<file path="src/rtl/fetch_pkg.sv">
// Shared types and default parameters for the fetch sequencer and its counters.
package fetch_pkg;

   localparam int         PC_W_DEF       = 8;
   localparam int         CNT_W_DEF      = 16;
   localparam logic [7:0] START_ADDR_DEF = 8'h00;

   typedef enum logic [1:0] {
      IDLE   = 2'd0,
      RUN    = 2'd1,
      HALTED = 2'd2
   } fetch_state_t;

   // Start is only honoured when the core is not already executing.
   function automatic logic can_start(input fetch_state_t s);
      return (s != RUN);
   endfunction

endpackage

</file>
<file path="src/rtl/sat_counter.sv">
// Up-counter that sticks at all-ones; clear has priority over increment.
module sat_counter #(
   parameter int W = 16
) (
   input  logic         CLK,
   input  logic         Reset,
   input  logic         clr,
   input  logic         inc,
   output logic [W-1:0] count
);

   logic [W-1:0] count_q;
   logic [W-1:0] count_d;

   always_comb begin
      count_d = count_q;
      if (clr) begin
         count_d = '0;
      end else if (inc && (count_q != {W{1'b1}})) begin
         count_d = count_q + W'(1);
      end
   end

   always_ff @(posedge CLK or posedge Reset) begin
      if (Reset) begin
         count_q <= '0;
      end else begin
         count_q <= count_d;
      end
   end

   assign count = count_q;

endmodule

</file>
<file path="src/rtl/fetch_sequencer.sv">
// Architectural PC, next-PC selection and run/halt control for the 8-bit core,
// plus saturating cycle and retired-instruction counters.
module fetch_sequencer
   import fetch_pkg::*;
#(
   parameter int              PC_W       = PC_W_DEF,
   parameter logic [PC_W-1:0] START_ADDR = PC_W'(START_ADDR_DEF),
   parameter int              CNT_W      = CNT_W_DEF
) (
   input  logic             CLK,
   input  logic             Reset,
   input  logic             Start,
   input  logic             Stall,
   input  logic             Halt,
   input  logic             Branch_Taken,
   input  logic [PC_W-1:0]  PC_New,
   output logic [PC_W-1:0]  PC_Curr,
   output logic             Fetch_Valid,
   output logic             Running,
   output logic             Done,
   output logic [CNT_W-1:0] Instr_Count,
   output logic [CNT_W-1:0] Cycle_Count
);

   fetch_state_t    state_q;
   logic [PC_W-1:0] pc_q;
   logic            done_q;
   logic            start_go;
   logic            in_run;

   assign in_run      = (state_q == RUN);
   assign start_go    = can_start(state_q) && Start;
   assign Fetch_Valid = in_run && !Stall;

   // Reset release is expected to be synchronised to CLK upstream.
   always_ff @(posedge CLK or posedge Reset) begin
      if (Reset) begin
         state_q <= IDLE;
         pc_q    <= START_ADDR;
         done_q  <= 1'b0;
      end else begin
         done_q <= 1'b0;
         case (state_q)
            IDLE, HALTED: begin
               if (Start) begin
                  state_q <= RUN;
                  pc_q    <= START_ADDR;
               end
            end
            RUN: begin
               if (!Stall) begin
                  // Halt outranks a simultaneous taken branch; PC stays on the halt.
                  if (Halt) begin
                     state_q <= HALTED;
                     done_q  <= 1'b1;
                  end else if (Branch_Taken) begin
                     pc_q <= PC_New;
                  end else begin
                     pc_q <= pc_q + PC_W'(1);
                  end
               end
            end
            default: begin
               state_q <= IDLE;
            end
         endcase
      end
   end

   assign PC_Curr = pc_q;
   assign Running = in_run;
   assign Done    = done_q;

   sat_counter #(.W(CNT_W)) u_instr_cnt (
      .CLK   (CLK),
      .Reset (Reset),
      .clr   (start_go),
      .inc   (Fetch_Valid),
      .count (Instr_Count)
   );

   sat_counter #(.W(CNT_W)) u_cycle_cnt (
      .CLK   (CLK),
      .Reset (Reset),
      .clr   (start_go),
      .inc   (in_run),
      .count (Cycle_Count)
   );

endmodule

</file>
<file path="config.mk">
export PLATFORM = sky130hd
export DESIGN_NAME = fetch_sequencer
export DESIGN_NICKNAME = d
export VERILOG_FILES = /design/src/rtl/fetch_pkg.sv /design/src/rtl/sat_counter.sv /design/src/rtl/fetch_sequencer.sv
export SDC_FILE = /design/constraint.sdc
export NUM_CORES = 1
export LEC_CHECK = 0
export BUFFER_PORTS_ARGS = -buffer_cell sky130_fd_sc_hd__buf_4
export CORE_MARGIN = 2
export CORE_UTILIZATION = 43
export DETAILED_ROUTE_END_ITERATION = 7
export GPL_TIMING_DRIVEN = 0
export MAX_ROUTING_LAYER = met4
export PLACE_DENSITY = 0.73
export SYNTH_ARGS = -nofsm -noshare
export SYNTH_HDL_FRONTEND = slang
export SYNTH_SLANG_ARGS = --single-unit
</file>
<file path="constraint.sdc">
create_clock -name CLK -period 2.42 [get_ports CLK]
set_input_delay 0.121 -clock CLK [delete_from_list [all_inputs] [get_ports CLK]]
set_output_delay 0.121 -clock CLK [all_outputs]
set_load 0.01 [all_outputs]
</file>
==> Word level (Yosys, flattened, before mapping) <==
Cells that the tools add are included.
{ "totals": {"ff_bits": 43, "out_inout_bits": 43} }
{ "classes": {"add_sub_neg": 3, "n_eq_ne": 9, "mux": 16, "n_reduce_logical": 12} }
{ "op_table": {"columns": ["operator", "count"], "rows": [
  ["16-bit 2-to-1 mux", 4],
  ["16-bit by 1-bit adder with 16-bit output (second input constant)", 2],
  ["8-bit 2-to-1 mux", 4],
  ["16-bit inequality test (second input constant)", 2],
  ["8-bit one-hot mux with 2 select lines", 1],
  ["8-bit by 1-bit adder with 8-bit output (second input constant)", 1],
  ["2-bit inequality test (second input constant)", 4],
  ["2-bit 2-to-1 mux", 3],
  ["2-bit nonzero test", 3],
  ["1-bit logical AND", 4],
  ["2-bit one-hot mux with 2 select lines", 1],
  ["4-bit AND reduction", 1],
  ["1-bit 2-to-1 mux", 3],
  ["3-bit AND reduction", 1],
  ["2-bit by 1-bit == test with 1-bit output (second input constant)", 1],
  ["2-bit == test (second input constant)", 1],
  ["2-bit logical NOT", 1],
  ["2-bit by 1-bit inequality test with 1-bit output (second input constant)", 1],
  ["2-bit OR reduction", 1],
  ["1-bit logical NOT", 1]
]} }

==> Depth between registers and ports, before layout <==
{ "logic_depth": {"word_depth": 5, "ltp_mapped": 8, "ltp_nobuf": 7} }

==> Modules after synthesis <==
From an unflattened synthesis, not the netlist that was laid out.
{ "unflattened": {"hier_cells": 270, "hier_area_um2": 2479.9} }
{ "modules_own_cells": {"columns": ["module", "n_inst", "cells_per_inst", "area_each_um2", "seq_area_each_um2"], "rows": [
  ["sat_counter", 2, 101, 932.1, 400.4],
  ["fetch_sequencer", 1, 68, 615.6, 275.3]
]} }

==> Worst setup path after synthesis <==
Ideal clock, no wire load.
{ "synth_timing": {"kind": "reg2reg", "start": "register u_instr_cnt.count_q[0], in the netlist u_instr_cnt.count[0]", "end": "register u_instr_cnt.count_q[3], in the netlist u_instr_cnt.count[3]", "setup_ns": 0.140, "arrival_time_ns": 1.727, "required_time_ns": 2.280, "slack_ns": 0.553, "stages_incl_launch_ff": 8, "path_buffers": 2, "period_less_slack_ns": 1.867, "cell_sequence": "dfrtp_1 > ha_1 > and4_1 > and4_1 > clkbuf_1 > buf_2 > o311ai_0 > o41ai_1"} }
{ "synth_between": {"elab_chain_len": 3, "word_cells_on_any_way": 6, "classes_between": "add/sub: 1; eq/ne: 1; mux: 2; reduce/logical: 2"} }
{ "synth_lines": {"columns": ["item", "line_no", "text"], "rows": [
  ["start, declared", "sat_counter.sv:12", "logic [W-1:0] count_q;"],
  ["start signal, assigned", "sat_counter.sv:28", "count_q <= count_d;"],
  ["16-bit by 1-bit adder with 16-bit output or 16-bit inequality test (tied branches)", "sat_counter.sv:20, sat_counter.sv:19", null],
  ["16-bit 2-to-1 mux or 1-bit logical AND (tied branches)", "sat_counter.sv:19", "end else if (inc && (count_q != {W{1'b1}})) begin"],
  ["16-bit 2-to-1 mux or 2-bit nonzero test (tied branches)", null, null]
]} }
Parallel ways exist; a longest one is shown, timed or not. The select of a mux whose other input is x is not followed.
A chain may end at the register's enable or synchronous reset.

==> Worst setup path in the final report <==
{ "layout_timing": {"start": "register u_cycle_cnt.count_q[0], in the netlist u_cycle_cnt.count[0]", "end": "register u_cycle_cnt.count_q[0], in the netlist u_cycle_cnt.count[0]"} }
{ "layout_between": {"elab_chain_len": 3, "word_cells_on_any_way": 6, "classes_between": "add/sub: 1; eq/ne: 1; mux: 2; reduce/logical: 2"} }
{ "layout_lines": {"columns": ["item", "line_no"], "rows": [
  ["start, declared", "sat_counter.sv:12"],
  ["start signal, assigned", "sat_counter.sv:28"],
  ["16-bit by 1-bit adder with 16-bit output or 16-bit inequality test (tied branches)", "sat_counter.sv:20, sat_counter.sv:19"],
  ["16-bit 2-to-1 mux or 1-bit logical AND (tied branches)", "sat_counter.sv:19"],
  ["16-bit 2-to-1 mux or 2-bit nonzero test (tied branches)", null]
]} }
Parallel ways exist; a longest one is shown, timed or not. The select of a mux whose other input is x is not followed.

==> results.ini <==
[logic_synthesis]
synth_edf_count=0
yosys_warnings=0
yosysSeqAreaShare=0.4606
avgSynthCellArea_sq_um=9.574
ys_ff_latch=43
syn_nets=261
ys_types=45
netlist_instances=244
ys_async_sr_fraction=1.000
synthFlopType=dfrtp_1
syn_area_sq_um=2336

[run_status]
status=finished, final reports clean

[grt]
overflow=0
grt_use_total=0.2025
grt_pass1_wl_mm=9.515
grt_max_degree=43
antenna_found_initial=0
grt_pass1_vias=1971

[detailed_routing]
post_drt_wl_per_cell_um=14.86
wl_mm=5.647
remaining_drc_errors=0
vias=2228
drt_pre_antenna_iters=4
drtAntennaViolNets=0
drt_iter0_drc=129
vias_per_cell=5.863

[worst_setup_path]
crit_path_max_incr_delay_ps=480
start_kind=flip-flop
critical_path.top_delay_family=simple AND/OR/NAND/NOR gates
end_kind=flip-flop
r2r_cells=6
cp_max_fo=10
critPathKind=reg -> reg
path_depth=6
crit_arrival_ps=2260
worst_path_max_delay_cell=nor4_2
crit_chain=ha_1, nand3_1, nor4_2, buf_2, nor2_1, mux2_2
critical_path_buf_inv_count=1
critical_path_required_ps=2620

[placement]
portBuffers=56
finalWeightedCongestion=0.8518
dpl_worst_slack_ps=374.4
dpl.hpwl_mm=4.099

[floorplan]
die_h_um=77.71
fp.dieW_um=77.71
rows=26
initial_core_util=0.4516
core_area_sq_um=5172
die_area_sq_um=6038
ios=57

[power]
power_uw=1982
leakage_uw=0.001317
max-vdd-ir-drop_v=0.0004200
powerDensity_nw_per_um2=662.5

[min_path]
min_path_type=in -> reg
min_path_cells=2

[clock_network]
cts_tree=done
cts_buffer_depth=2
root_buffer=clkbuf_8
clock_tree.htree_level_count=2
clk_pin_slew_ps=90
post_cts_buffers=0
clock_latency_ps=300
clock-sinks=43
cts_made_buffers=5

[timing]
finalClockSkew_ps=12.21
hold_slack_ps=43.66
setup_viol=0
setup_slack_ps=359.3
drv_slew=0
hold_viol_final=0
period_minus_slack_ps=2061
clock.fmax_ghz=0.4853
fin_setup_tns_ps=0
worstMarginPinSlew_ps=706.6
fin_crit_sh=0.8515
grt_setup_unrepaired=false
slew_headroom=0.5272

[finish]
syn_to_final_growth_pct=28.07
post-route-util=0.5784
drive_gt1_frac=0.2548
diodes=0
nNetsFinal=326

[flow_run]
maxCapViolCount=0

-- per-stage QoR --
stage               area (sq um)  instances
finish                      2992        380
global route                2992        380
CTS                         2992        380
detailed placement          2864        371
global placement            2844        370
floorplan                   2336        244
-- cell usage in the layout (no fill, tap or decap), types with 4 or more instances in the layout --
cell type	count
inv_1	9
or4_1	10
clkbuf_1	7
o31ai_1	12
nand3_1	9
nor2_1	10
mux2i_1	9
a21oi_1	18
nand4_1	8
o311ai_0	5
nor4_1	4
and4_1	5
o21ai_0	5
o2bb2ai_1	6
clkbuf_8	6
dfrtp_1	43
nand2_1	22
buf_4	57
o21ai_1	7
nor3_1	5
o41ai_1	5
-- layout make-up --
cell class                      instances  area (sq um)
Buffer                                 11         48.80
Clock buffer                            6         82.58
Clock inverter                          2         35.03
Fill cell                             459          2181
Inverter                               12         45.04
Multi-Input combinational cell        178          1166
Sequential cell                        43          1076
Tap cell                               70         87.58
Timing Repair Buffer                   58         450.4
-- registers in the layout (all words and copies together), names as in the netlist --
signal,flops
u_cycle_cnt.count,16
u_instr_cnt.count,16
PC_Curr,8
state_q,2
Done,1
-- cell usage after synthesis (3+ instances only) --
cell / number / area share
a21oi_1: 18 / 0.039
a22oi_1: 3 / 0.0096
and2_1: 3 / 0.0080
and3_1: 3 / 0.0080
and4_1: 5 / 0.019
buf_2: 3 / 0.0064
clkbuf_1: 7 / 0.011
dfrtp_1: 43 / 0.46
ha_1: 3 / 0.016
inv_1: 10 / 0.016
mux2i_1: 9 / 0.039
nand2_1: 22 / 0.035
nand3_1: 9 / 0.019
nand4_1: 8 / 0.021
nor2_1: 10 / 0.016
nor3_1: 5 / 0.011
nor4_1: 4 / 0.011
o21ai_0: 5 / 0.011
o21ai_1: 7 / 0.015
o2bb2ai_1: 6 / 0.022
o311ai_0: 5 / 0.019
o31ai_1: 12 / 0.039
o41ai_1: 5 / 0.019
or3_1: 3 / 0.0080
or4_1: 10 / 0.032
-- repair_timing --
item | in CTS | in global routing
endpoints found under the hold margin | 43 | 0
resized for setup | 0 | 0
hold buffers | 1 | 0
-- worst paths after layout --
kind                                       from                     to  slack, ps
min                                       Stall             state_q[0]         40
max                        u_cycle_cnt.count[0]   u_cycle_cnt.count[0]        360
max reg2reg                u_cycle_cnt.count[0]   u_cycle_cnt.count[0]        360
max in group asynchronous                 Reset             state_q[1]       1790
min reg2reg                u_instr_cnt.count[0]   u_instr_cnt.count[0]        530
min in group asynchronous                 Reset  u_instr_cnt.count[12]        230
-- logic make-up after synthesis --
family          after synthesis  synth area share
simple gates                 93            0.2298
compound gates               71            0.2051
flops                        43            0.4606
fa+ha+maj                     3           0.01607
buf+inv                      23           0.04018
mux                          11           0.04821
-- power by group --
part | total (uW) | leakage, uW | switching [uW] | internal (uW)
logic | 514 | 0.000666 | 283 | 232
registers | 884 | 0.000590 | 91.2 | 793
clock network | 584 | 0.0000612 | 249 | 334
total | 1980 | 0.00132 | 624 | 1360
-- worst register-to-register path, stage by stage (launching register included) --
cell and delay, ps:
dfrtp_1 410, ha_1 270, nand3_1 150, nor4_2 480
buf_2 310, nor2_1 80, mux2_2 260
-- layer usage --
metal  track usage  part of all wire  up-vias
met5             -                 0        -
met4       0.08393             0.016        0
met3       0.03721             0.040        7
met2        0.3000              0.48       59
met1        0.2743              0.46     1083
li1              -                 -     1079
(Power assumes the default switching activity.)
